`src/rtl/bitty_alu_sequencer.sv`:
```
// bitty_alu_sequencer
//   Multi-cycle control sequencer for the BittyPro 16-bit arithmetic unit. Accepts one encoded
//   instruction per handshake, fetches two operands from an internal register file, drives the
//   (purely combinational) arithmetic unit, captures its outputs, then writes back and updates
//   flags. One instruction every four cycles: IDLE -> OPS -> EXEC -> WB -> IDLE.
//
// Ports
//   clk_i, reset_i          clock, synchronous active-high reset
//   instr_valid_i/ready_o   instruction handshake; ready only in IDLE
//   instr_i                 [15:13] rx, [12:10] ry, [9:6] select, [5] use_carry, [4] no_wb
//   host_we_i/addr/wdata    direct register write, accepted in any cycle
//   dbg_addr_i/rdata_o      combinational register file read
//   alu_*_o                 registered select/operands/carry-in to the arithmetic unit
//   alu_*_i                 arithmetic unit result, carry and equality outputs
//   busy_o, done_o          not-idle indicator, one-cycle pulse in WB
//   result_o, flag_*_o      last captured result and flags

module bitty_alu_sequencer #(
  parameter int unsigned DATA_W   = 16,
  parameter int unsigned NUM_REGS = 8,
  parameter int unsigned REG_AW   = 3
) (
  input  logic              clk_i,
  input  logic              reset_i,
  input  logic              instr_valid_i,
  output logic              instr_ready_o,
  input  logic [15:0]       instr_i,
  input  logic              host_we_i,
  input  logic [REG_AW-1:0] host_addr_i,
  input  logic [DATA_W-1:0] host_wdata_i,
  input  logic [REG_AW-1:0] dbg_addr_i,
  output logic [DATA_W-1:0] dbg_rdata_o,
  output logic [3:0]        alu_select_o,
  output logic [DATA_W-1:0] alu_in_a_o,
  output logic [DATA_W-1:0] alu_in_b_o,
  output logic              alu_carry_in_o,
  input  logic [DATA_W-1:0] alu_result_i,
  input  logic              alu_carry_out_i,
  input  logic              alu_compare_i,
  output logic              busy_o,
  output logic              done_o,
  output logic [DATA_W-1:0] result_o,
  output logic              flag_carry_o,
  output logic              flag_eq_o,
  output logic              flag_zero_o
);

  typedef enum logic [1:0] {StIdle, StOps, StExec, StWb} state_e;

  state_e state_q, state_d;

  // Latched instruction fields
  logic [REG_AW-1:0] rx_q, rx_d, ry_q, ry_d;
  logic [3:0]        sel_q, sel_d;
  logic              use_carry_q, use_carry_d;
  logic              no_wb_q, no_wb_d;

  // Arithmetic unit drive registers
  logic [3:0]        alu_sel_q, alu_sel_d;
  logic [DATA_W-1:0] alu_a_q, alu_a_d, alu_b_q, alu_b_d;
  logic              alu_cin_q, alu_cin_d;

  // Captured result and flags
  logic [DATA_W-1:0] result_q, result_d;
  logic              flag_carry_q, flag_carry_d;
  logic              flag_eq_q, flag_eq_d;
  logic              flag_zero_q, flag_zero_d;

  logic [DATA_W-1:0] regs_q [NUM_REGS];
  logic [DATA_W-1:0] regs_d [NUM_REGS];

  // Low instruction bits carry no meaning for this unit.
  logic unused_instr;
  assign unused_instr = ^instr_i[3:0];

  always_comb begin
    state_d      = state_q;
    rx_d         = rx_q;
    ry_d         = ry_q;
    sel_d        = sel_q;
    use_carry_d  = use_carry_q;
    no_wb_d      = no_wb_q;
    alu_sel_d    = alu_sel_q;
    alu_a_d      = alu_a_q;
    alu_b_d      = alu_b_q;
    alu_cin_d    = alu_cin_q;
    result_d     = result_q;
    flag_carry_d = flag_carry_q;
    flag_eq_d    = flag_eq_q;
    flag_zero_d  = flag_zero_q;
    regs_d       = regs_q;

    if (host_we_i) begin
      regs_d[host_addr_i] = host_wdata_i;
    end

    unique case (state_q)
      StIdle: begin
        if (instr_valid_i) begin
          rx_d        = instr_i[15:13];
          ry_d        = instr_i[12:10];
          sel_d       = instr_i[9:6];
          use_carry_d = instr_i[5];
          no_wb_d     = instr_i[4];
          state_d     = StOps;
        end
      end
      StOps: begin
        // Operands read pre-edge values, so a same-cycle host write is not seen here.
        alu_a_d   = regs_q[rx_q];
        alu_b_d   = regs_q[ry_q];
        alu_sel_d = sel_q;
        alu_cin_d = use_carry_q & flag_carry_q;
        state_d   = StExec;
      end
      StExec: begin
        result_d     = alu_result_i;
        flag_carry_d = alu_carry_out_i;
        flag_eq_d    = alu_compare_i;
        flag_zero_d  = (alu_result_i == '0);
        state_d      = StWb;
      end
      StWb: begin
        // Applied after the host write so writeback wins on an address collision.
        if (!no_wb_q) begin
          regs_d[rx_q] = result_q;
        end
        state_d = StIdle;
      end
      default: state_d = StIdle;
    endcase
  end

  always_ff @(posedge clk_i) begin
    if (reset_i) begin
      state_q      <= StIdle;
      rx_q         <= '0;
      ry_q         <= '0;
      sel_q        <= '0;
      use_carry_q  <= 1'b0;
      no_wb_q      <= 1'b0;
      alu_sel_q    <= '0;
      alu_a_q      <= '0;
      alu_b_q      <= '0;
      alu_cin_q    <= 1'b0;
      result_q     <= '0;
      flag_carry_q <= 1'b0;
      flag_eq_q    <= 1'b0;
      flag_zero_q  <= 1'b0;
      for (int i = 0; i < int'(NUM_REGS); i++) begin
        regs_q[i] <= '0;
      end
    end else begin
      state_q      <= state_d;
      rx_q         <= rx_d;
      ry_q         <= ry_d;
      sel_q        <= sel_d;
      use_carry_q  <= use_carry_d;
      no_wb_q      <= no_wb_d;
      alu_sel_q    <= alu_sel_d;
      alu_a_q      <= alu_a_d;
      alu_b_q      <= alu_b_d;
      alu_cin_q    <= alu_cin_d;
      result_q     <= result_d;
      flag_carry_q <= flag_carry_d;
      flag_eq_q    <= flag_eq_d;
      flag_zero_q  <= flag_zero_d;
      for (int i = 0; i < int'(NUM_REGS); i++) begin
        regs_q[i] <= regs_d[i];
      end
    end
  end

  assign instr_ready_o  = (state_q == StIdle);
  assign busy_o         = (state_q != StIdle);
  assign done_o         = (state_q == StWb);
  assign dbg_rdata_o    = regs_q[dbg_addr_i];
  assign alu_select_o   = alu_sel_q;
  assign alu_in_a_o     = alu_a_q;
  assign alu_in_b_o     = alu_b_q;
  assign alu_carry_in_o = alu_cin_q;
  assign result_o       = result_q;
  assign flag_carry_o   = flag_carry_q;
  assign flag_eq_o      = flag_eq_q;
  assign flag_zero_o    = flag_zero_q;

endmodule

```
`config.mk`:
```
export PLATFORM = sky130hd
export DESIGN_NAME = bitty_alu_sequencer
export DESIGN_NICKNAME = d
export VERILOG_FILES = /design/src/rtl/bitty_alu_sequencer.sv
export SDC_FILE = /design/constraint.sdc
export NUM_CORES = 1
export LEC_CHECK = 0
export ABC_AREA = 0
export BUFFER_PORTS_ARGS = -buffer_cell sky130_fd_sc_hd__buf_2
export CAP_MARGIN = 20
export CORE_UTILIZATION = 40
export DETAILED_ROUTE_END_ITERATION = 8
export SLEW_MARGIN = 20
export SYNTH_ARGS = -nofsm -noshare
export SYNTH_HDL_FRONTEND = slang
export SYNTH_SLANG_ARGS = --single-unit
```
`constraint.sdc`:
```
create_clock -name clk_i -period 2.3 [get_ports clk_i]
set_input_delay 0.115 -clock clk_i [delete_from_list [all_inputs] [get_ports clk_i]]
set_output_delay 0.115 -clock clk_i [all_outputs]
set_load 0.02 [all_outputs]
```
==> results of run 1 <==
worst reg2reg max path: cells and delay by family (launching register included):
family / cells / cell delay (ns)
flip-flops: 1 / 0.68
buffers and inverters: 1 / 0.27
AND/OR/NAND/NOR: 2 / 0.50
AO/OA/AOI/OAI: 1 / 0.27
per-stage QoR:
step | worst slack [ns] | util | instances
2_1_floorplan | 0.7094 | - | 1172
3_3_place_gp | 0.5424 | 0.4416 | 1582
3_5_place_dp | 0.5384 | 0.4416 | 1582
4_1_cts | 0.4479 | 0.4726 | 1645
5_1_grt | 0.3181 | 0.4726 | 1645
6_report | 0.4473 | 0.4726 | 1645
worst max path at each step:
| stage | start | end | slack [ns] | depth (start not counted) |
|---|---|---|---|---|
| after CTS | regs_q[69] | dbg_rdata_o[5] | 0.45 | 3 |
| final | regs_q[69] | dbg_rdata_o[5] | 0.45 | 3 |
| after floorplan | dbg_addr_i[0] | dbg_rdata_o[0] | 0.71 | 4 |
| after global routing | state_q[0] | regs_q[122] | 0.32 | 5 |
| after global placement | state_q[1] | alu_in_a_o[7] | 0.54 | 7 |
| after detailed placement | state_q[1] | alu_in_a_o[5] | 0.54 | 7 |
layout make-up:
cell class                 count  area (µm²)
timing repair buffer         208        1445
inverter                       3       11.26
fill                        2664       14730
clock buffer                  18       439.2
clock inverter                14       117.6
tap                          378       473.0
multi-input combinational    826        6748
sequential                   198        3969
power by group through the flow:
stage	Sequential, mW	Clock, mW	Combinational [mW]
5_1_grt	4.52	3.08	4.05
4_1_cts	4.44	2.95	3.76
3_5_place_dp	4.51	0	3.70
2_1_floorplan	4.60	0	2.37
6_report	4.46	2.91	3.78
3_3_place_gp	4.50	0	3.68
layer usage:
layer | GRT usage | vias to the layer above | share of wire
met3 | 0.04557 | 48 | 0.060
met2 | 0.4097 | 369 | 0.45
met4 | 0.07065 | 0 | 0.019
met5 | 0 | - | 0
li1 | - | 4525 | -
met1 | 0.3618 | 4770 | 0.47
layout by cell type (no fill, tap or decap), types with 3 or more instances in the layout:
master / instances
a211oi_1: 161
a211oi_2: 12
a21oi_1: 17
a221o_1: 12
a22oi_1: 4
buf_12: 10
buf_2: 129
buf_4: 37
clkbuf_16: 17
clkinv_4: 3
clkinvlp_4: 4
dfxtp_1: 196
dlygate4sd3_1: 31
ha_1: 3
inv_1: 3
inv_8: 3
mux2_2: 54
mux2i_1: 184
mux4_2: 46
nand2_1: 33
nand2b_1: 5
nand4_1: 3
nand4b_1: 3
nor2_1: 188
nor2b_1: 30
nor3_1: 3
nor4_1: 16
o21bai_1: 14
o221ai_1: 4
o22ai_1: 14
kinds of logic (layout without fill, tap and decap cells):
logic type / Yosys count / after routing / share of synthesized area
compound gates: 241 / 241 / 0.1615
mux: 284 / 284 / 0.3048
buf+inv: 148 / 243 / 0.06443
fa+ha+maj: 4 / 4 / 0.004376
flops: 198 / 198 / 0.3466
simple gates: 297 / 297 / 0.1184
flip-flops by register name, indices dropped and copies added (netlist names):
signal	flops
ry_q	3
rx_q	3
alu_carry_in_o	1
flag_carry_o	1
state_q	2
flag_zero_o	1
no_wb_q	1
alu_select_o	4
result_o	16
regs_q	128
flag_eq_o	1
sel_q	4
alu_in_a_o	16
alu_in_b_o	16
use_carry_q	1
==> results.cfg, run 1 <==
[status]
status = finished, final reports clean

[timing]
rsz0062_at_grt = false
clock_skew_ns = 0.01359
fin_tns_setup_ns = 0
timing.hold.ws_ns = 0.08181
setup_viol = 0
fin_crit_ns = 1.853
fmax_ghz = 0.5398
hold_viol_final = 0
timing.final.crit_share = 0.8055
worst_slew_pin_slew_ns = 0.6389
max_slew_margin = 0.5741
slew_viol_final = 0

[logic_synthesis]
yosysWarningCount = 0
yosys.area.top_type = dfxtp_1
ys_seq_area_frac = 0.3466
avgSynthCellArea_um2 = 9.759
synthTopCellsByArea = dfxtp_1 (35%), mux2i_1 (16%), a211oi_1 (11%), mux4_2 (9.1%), nor2_1 (6.2%)
ys_types = 44
synth_common_cells = dfxtp_1 (198), nor2_1 (188), mux2i_1 (184)
async_flop_share = 0
synth-main-ff-cell = dfxtp_1
yosysMostFrequentCell = dfxtp_1
syn_nets = 1236
synth_seq_cells = 198
synth_cells = 1172
synth_top_area_share = 0.3466
synth_edf_count = 0
syn-cell-area_um2 = 11440

[power_and_ir_drop]
p_total_mw = 11.14
combinationalPowerShare = 0.339
ir_worst_vdd_mv = 0.8244
seqPwrFrac = 0.400
power.internal_mw = 6.810
p_sw_frac = 0.3887
power_density_nw_per_um2 = 843.8
clockPowerShare = 0.261
power.switching_mw = 4.330
leakage_nw = 5.498

[critical_path]
rr_worst_depth = 4
cp-end-kind = primary output
slowest_stage = mux4_2
cp_top_family = multiplexers
crit_path_max_incr_delay_ns = 0.47
start_kind = register
crit_required_ns = 2.18
path_buf_inv = 1
crit_chain = mux4_2 -> mux2_2 -> buf_2
rr_endpoint = regs_q[6]
crit_fanout = 4
worstSetupPathType = reg -> out
reg2reg_from = rx_q[2]
worstPathArrival_ns = 1.74
r2r_setup_slack_ns = 0.49

[floorplan]
ios = 135
die-area_um2 = 29270
rows = 61
die_w_um = 171.1
start_util = 0.4094
core_area_um2 = 27930
die_height_um = 171.1

[clock_network]
cts_htree_levels = 4
cts_tree = built
clk_pin_slew_ns = 0.08
clkLatencyLatePin_ns = 0.44
cts-root-buf = clkbuf_16
numCtsBuffers = 17
cts_resized = 0
postCtsSetupRepairBufs = 0
clk_path_buf_depth = 2
cts.sinks = 198
cts_hold_buf = 31

[detailed_routing]
vias = 9712
ant_nets = 0
drc = 0
drtIter0Drc = 783
vias_per_cell = 5.904
wirelength_mm = 37.23
drtPass1Iterations = 7
wire_per_inst_um = 22.63

[global_route]
grt_max_degree = 67
grt_pass1_wl_mm = 57.25
track_usage = 0.2593
antenna_found_initial = 0
overflow = 0
grt_pass1_vias = 9511

[place]
port_buffers = 130
postPlaceCellArea_um2 = 12340
gp_congestion = 0.8223
post-dp-hpwl_mm = 23.54

[worst_hold_path]
holdCritStartpoint = host_wdata_i[2]
hold_end = regs_q[34]
hp-class = in -> reg
worst_hold_path.num_cells = 3

[final_layout]
drive_above_1_share = 0.2605
area_growth_pct = 15.44
n_antenna_cell = 0
layout.nets = 1318
fin_area_um2 = 13200

[run]
maxCapViolations = 0
(Power assumes the default switching activity.)
==> inputs of run 2 (changes only) <==
Clock period 2.3 ns to 1.9 ns, I/O delays scaled along.
==> results.cfg, run 2 (synthesis results as in run 1) <==
[status]
status = finished, final reports clean

[detailed_routing]
drtIter0Drc = 1070
vias_per_cell = 5.952
drc = 0
ant_nets = 0
drtPass1Iterations = 7
wire_per_inst_um = 23.04
vias = 9856
wirelength_mm = 38.16

[critical_path]
crit_required_ns = 1.80
worstSetupPathType = reg -> out
crit_fanout = 4
cp-end-kind = primary output
slowest_stage = mux4_2
crit_path_max_incr_delay_ns = 0.48
worstPathArrival_ns = 1.76
crit_chain = mux4_2 -> mux2_2 -> buf_2
start_kind = register

[power_and_ir_drop]
ir_worst_vdd_mv = 0.8337
power_density_nw_per_um2 = 1015
leakage_nw = 5.628

[floorplan]
core_area_um2 = 27930
ios = 135
die_w_um = 171.1
start_util = 0.4094
rows = 61
die_height_um = 171.1
die-area_um2 = 29270

[global_route]
grt_max_degree = 51
antenna_found_initial = 1
use_met3 = 0.05066
grt_util_met2 = 0.3994
top_usage_layer = met2
track_usage = 0.2649
overflow = 0
grt_use_met1 = 0.3735
grt_pass1_vias = 9443
grt_pass1_wl_mm = 57.69

[timing]
rsz0062_at_grt = false
worst_slew_pin_slew_ns = 0.5974
clock_skew_ns = 0.01084
timing.final.crit_share = 0.9739
fin_crit_ns = 1.850
hold_viol_final = 0
slew_viol_final = 0
max_slew_margin = 0.6012
setup_viol = 0
fin_tns_setup_ns = 0
fmax_ghz = 0.5404
timing.hold.ws_ns = 0.02810

[final_layout]
area_growth_pct = 17.76
drive_above_1_share = 0.2647
layout.cells.non_filler = 1656
largest_register_ffs = 128
fillers = 2619
layout.nets = 1328
final_common_cell = dfxtp_1
largest-register = regs_q
most-common-layout-cells = dfxtp_1 (196), nor2_1 (188), mux2i_1 (184)
fin_area_um2 = 13470

[place]
postPlaceCellArea_um2 = 12600
gp_congestion = 0.8230
port_buffers = 130
post-dp-hpwl_mm = 23.68
dp_cells = 1592

[clock_network]
clkLatencyLatePin_ns = 0.44
cts_htree_levels = 4
cts-root-buf = clkbuf_16
cts.sinks = 198
postCtsSetupRepairBufs = 0
numCtsBuffers = 17
cts_hold_buf = 31
cts_resized = 0
cts_tree = built
clk_path_buf_depth = 2
clk_pin_slew_ns = 0.08

[worst_hold_path]
hp-class = in -> reg

[run]
maxCapViolations = 0
==> run 2: changes by cell type in the layout (fill, tap and decap cells not counted) <==
cell	before	now
inv_6	2	3
buf_12	10	25
clkinv_2	2	0
clkbuf_1	0	2
inv_8	3	4
buf_4	37	32
clkinv_4	3	1
diode_2	0	1
==> run 2: metal layers <==
layer	wire, µm	up-vias	share of wire
li1	-	4536	-
met1	17270	4793	0.45
met2	16760	458	0.44
met3	3017	69	0.079
met4	1110	0	0.029
met5	0	-	0
==> run 2: stage by stage <==
step | util | total power, mW | setup slack (ns)
floorplan | - | 8.442 | 0.3224
global placement | 0.4510 | 10.02 | 0.2304
detailed placement | 0.4510 | 10.07 | 0.2066
CTS | 0.4820 | 13.65 | 0.05041
global route | 0.4820 | 14.28 | 0.0006928
finish | 0.4821 | 13.67 | 0.04959
==> run 2: path summary, 6_finish.rpt <==
check / from / end / slack (ns) / depth (start not counted)
worst max register to register: state_q[1] / alu_in_a_o[14] / 0.16 / 7
worst min-delay path: reset_i / regs_q[39] / 0.03 / 2
worst max-delay path: regs_q[15] / dbg_rdata_o[15] / 0.05 / 3
worst min register to register: sel_q[0] / sel_q[0] / 0.46 / 2
==> run 2: area by class of cell <==
type | count | area [µm²] | share of cell area
flip-flops and latches | 198 | 3969 | 0.2947
inverters | 3 | 11.26 | 0.0008361
clock inverters | 12 | 110.1 | 0.008175
diodes | 1 | 2.502 | 0.0001858
multi-input cells | 826 | 6748 | 0.5010
well taps | 378 | 473.0 | 0.03512
clock buffers | 20 | 446.7 | 0.03317
repair buffers | 218 | 1708 | 0.1268
==> run 2: where the power goes <==
group	total, mW	switching [mW]	internal (mW)
Clock	3.57	1.80	1.77
Sequential	5.38	0.659	4.72
Combinational	4.72	2.86	1.86
Total	13.7	5.32	8.35
==> run 2: worst max-delay path: cells and delay by family (launching register included) <==
family / cells / cell delay [ns]
buffers and inverters: 1 / 0.17
flip-flops: 1 / 0.35
multiplexers: 2 / 0.80
==> inputs of run 3 (changes only) <==
--- a/config.mk
+++ b/config.mk
@@ -10,3 +10,3 @@
 export CAP_MARGIN = 20
-export CORE_UTILIZATION = 40
+export CORE_UTILIZATION = 30
 export DETAILED_ROUTE_END_ITERATION = 8
==> constraint.sdc (replaced) <==
create_clock -name clk_i -period 1.6 [get_ports clk_i]
set_input_delay 0.16 -clock clk_i [delete_from_list [all_inputs] [get_ports clk_i]]
set_output_delay 0.16 -clock clk_i [all_outputs]
set_load 0.02 [all_outputs]
==> results.cfg, run 3 (synthesis results as in run 1) <==
[clock_network]
clkLatencyLatePin_ns = 0.46
cts_htree_levels = 4
clk_path_buf_depth = 2
cts_tree = built
cts.sinks = 198
clk_pin_slew_ns = 0.07
numCtsBuffers = 17
cts-root-buf = clkbuf_16

[global_route]
overflow = 0
grt_pass1_wl_mm = 63.22
grt_max_degree = 43
grt_pass1_vias = 10180
track_usage = 0.2160
antenna_found_initial = 0

[critical_path]
rr_endpoint = regs_q[23]
r2r_setup_slack_ns = -0.09
crit_path_max_incr_delay_ns = 0.45
path_buf_inv = 1
cp-end-kind = primary output
worstSetupPathType = reg -> out
crit_required_ns = 1.44
rr_worst_depth = 6
start_kind = register
slowest_stage = mux4_2
reg2reg_from = state_q[0]
crit_chain = mux4_2 -> mux2_4 -> buf_6
cp_top_family = multiplexers
worstPathArrival_ns = 1.71
crit_fanout = 4

[floorplan]
die-area_um2 = 38910
rows = 71
core_area_um2 = 37580
die_height_um = 197.3
ios = 135
die_w_um = 197.3
start_util = 0.3044

[timing]
max_slew_margin = 0.5800
fmax_ghz = 0.5345
setup_viol = 22
slew_viol_final = 0
clock_skew_ns = 0.01676
timing.final.crit_share = 1.169
timing.hold.ws_ns = 0.001208
fin_crit_ns = 1.871
hold_viol_final = 0
fin_tns_setup_ns = -3.995
rsz0062_at_grt = true
finalWorstSetupSlack_ns = -0.2710
worst_slew_pin_slew_ns = 0.6293

[power_and_ir_drop]
combinationalPowerShare = 0.392
power.switching_mw = 6.950
ir_worst_vdd_mv = 0.9820
leakage_nw = 6.733
p_total_mw = 17.89
p_sw_frac = 0.3885
power_density_nw_per_um2 = 1141
power.internal_mw = 10.94
clockPowerShare = 0.247
seqPwrFrac = 0.361

[detailed_routing]
drc = 0
ant_nets = 0
vias = 11090
vias_per_cell = 5.801
drtPass1Iterations = 6
wire_per_inst_um = 25.05
drtIter0Drc = 1073
wirelength_mm = 47.90

[status]
violations = setup timing
status = finished with violations

[final_layout]
drive_above_1_share = 0.4333
largest-register = regs_q
layout.nets = 1452
final_common_cell = nor2_1
area_growth_pct = 37.07
post-route-util = 0.4172
most-common-layout-cells = nor2_1 (185), mux2i_1 (184), a211oi_1 (141)
n_antenna_cell = 0
largest_register_ffs = 128

[worst_hold_path]
holdCritStartpoint = alu_result_i[4]
worst_hold_path.num_cells = 3
hp-class = in -> reg
hold_end = result_o[4]

[place]
dp_slack_ns = -0.1170
gp_congestion = 0.8470
post-dp-hpwl_mm = 26.51
port_buffers = 130

[run]
maxCapViolations = 0
==> run 3: through the flow <==
step	area [µm²]	std cells
2_1_floorplan	11440	1172
3_3_place_gp	13210	1770
3_5_place_dp	13210	1770
4_1_cts	14750	1878
5_1_grt	15680	1912
6_report	15680	1912
==> run 3: area by class of cell <==
class / instances / area, µm²
tap: 511 / 639.4
multi-input combinational: 826 / 7089
sequential: 198 / 4098
inverter: 3 / 11.26
fill: 3545 / 21900
timing repair buffer: 342 / 3261
clock buffer: 19 / 442.9
clock inverter: 13 / 136.4
==> run 3: repair_timing <==
item | CTS | global route
cloned | 2 | 18
hold endpoints to repair | 29 | 0
buffers inserted | 45 | 16
pin swaps | 1 | 21
hold buffers | 29 | 0
resized for setup | 130 | 90
setup endpoints to repair | 34 | 82
==> run 3: worst max path at each step <==
stage                        from              end  cells past startpoint  slack [ns]
CTS                    regs_q[77]  dbg_rdata_o[13]                      3       -0.27
global route          regs_q[118]   dbg_rdata_o[6]                      3       -0.29
finish                 regs_q[47]  dbg_rdata_o[15]                      3       -0.27
global placement    dbg_addr_i[0]   dbg_rdata_o[7]                      5        -0.1
floorplan           dbg_addr_i[0]   dbg_rdata_o[0]                      4       -0.08
detailed placement  dbg_addr_i[0]  dbg_rdata_o[14]                      5       -0.12
==> run 3: metal layers <==
metal,wire (µm),track usage,share of wire
met2,20890,0.3281,0.44
met3,5405,0.04934,0.11
met1,19650,0.2977,0.41
met4,1942,0.07723,0.041
met5,0,0,0
==> run 3: worst min-delay path, cell delays in order <==
cell and delay (ns):
buf_2 0.11, mux2i_1 0.07, nor2_1 0.07
==> run 3: power by group through the flow <==
stage          Clock [mW]  Combinational [mW]  Sequential, mW
3_5_place_dp            0                5.91            6.49
4_1_cts              4.44                6.24            6.39
5_1_grt              4.63                7.39            6.51
6_report             4.43                7.02            6.45
2_1_floorplan           0                3.41            6.62
3_3_place_gp            0                5.82            6.48
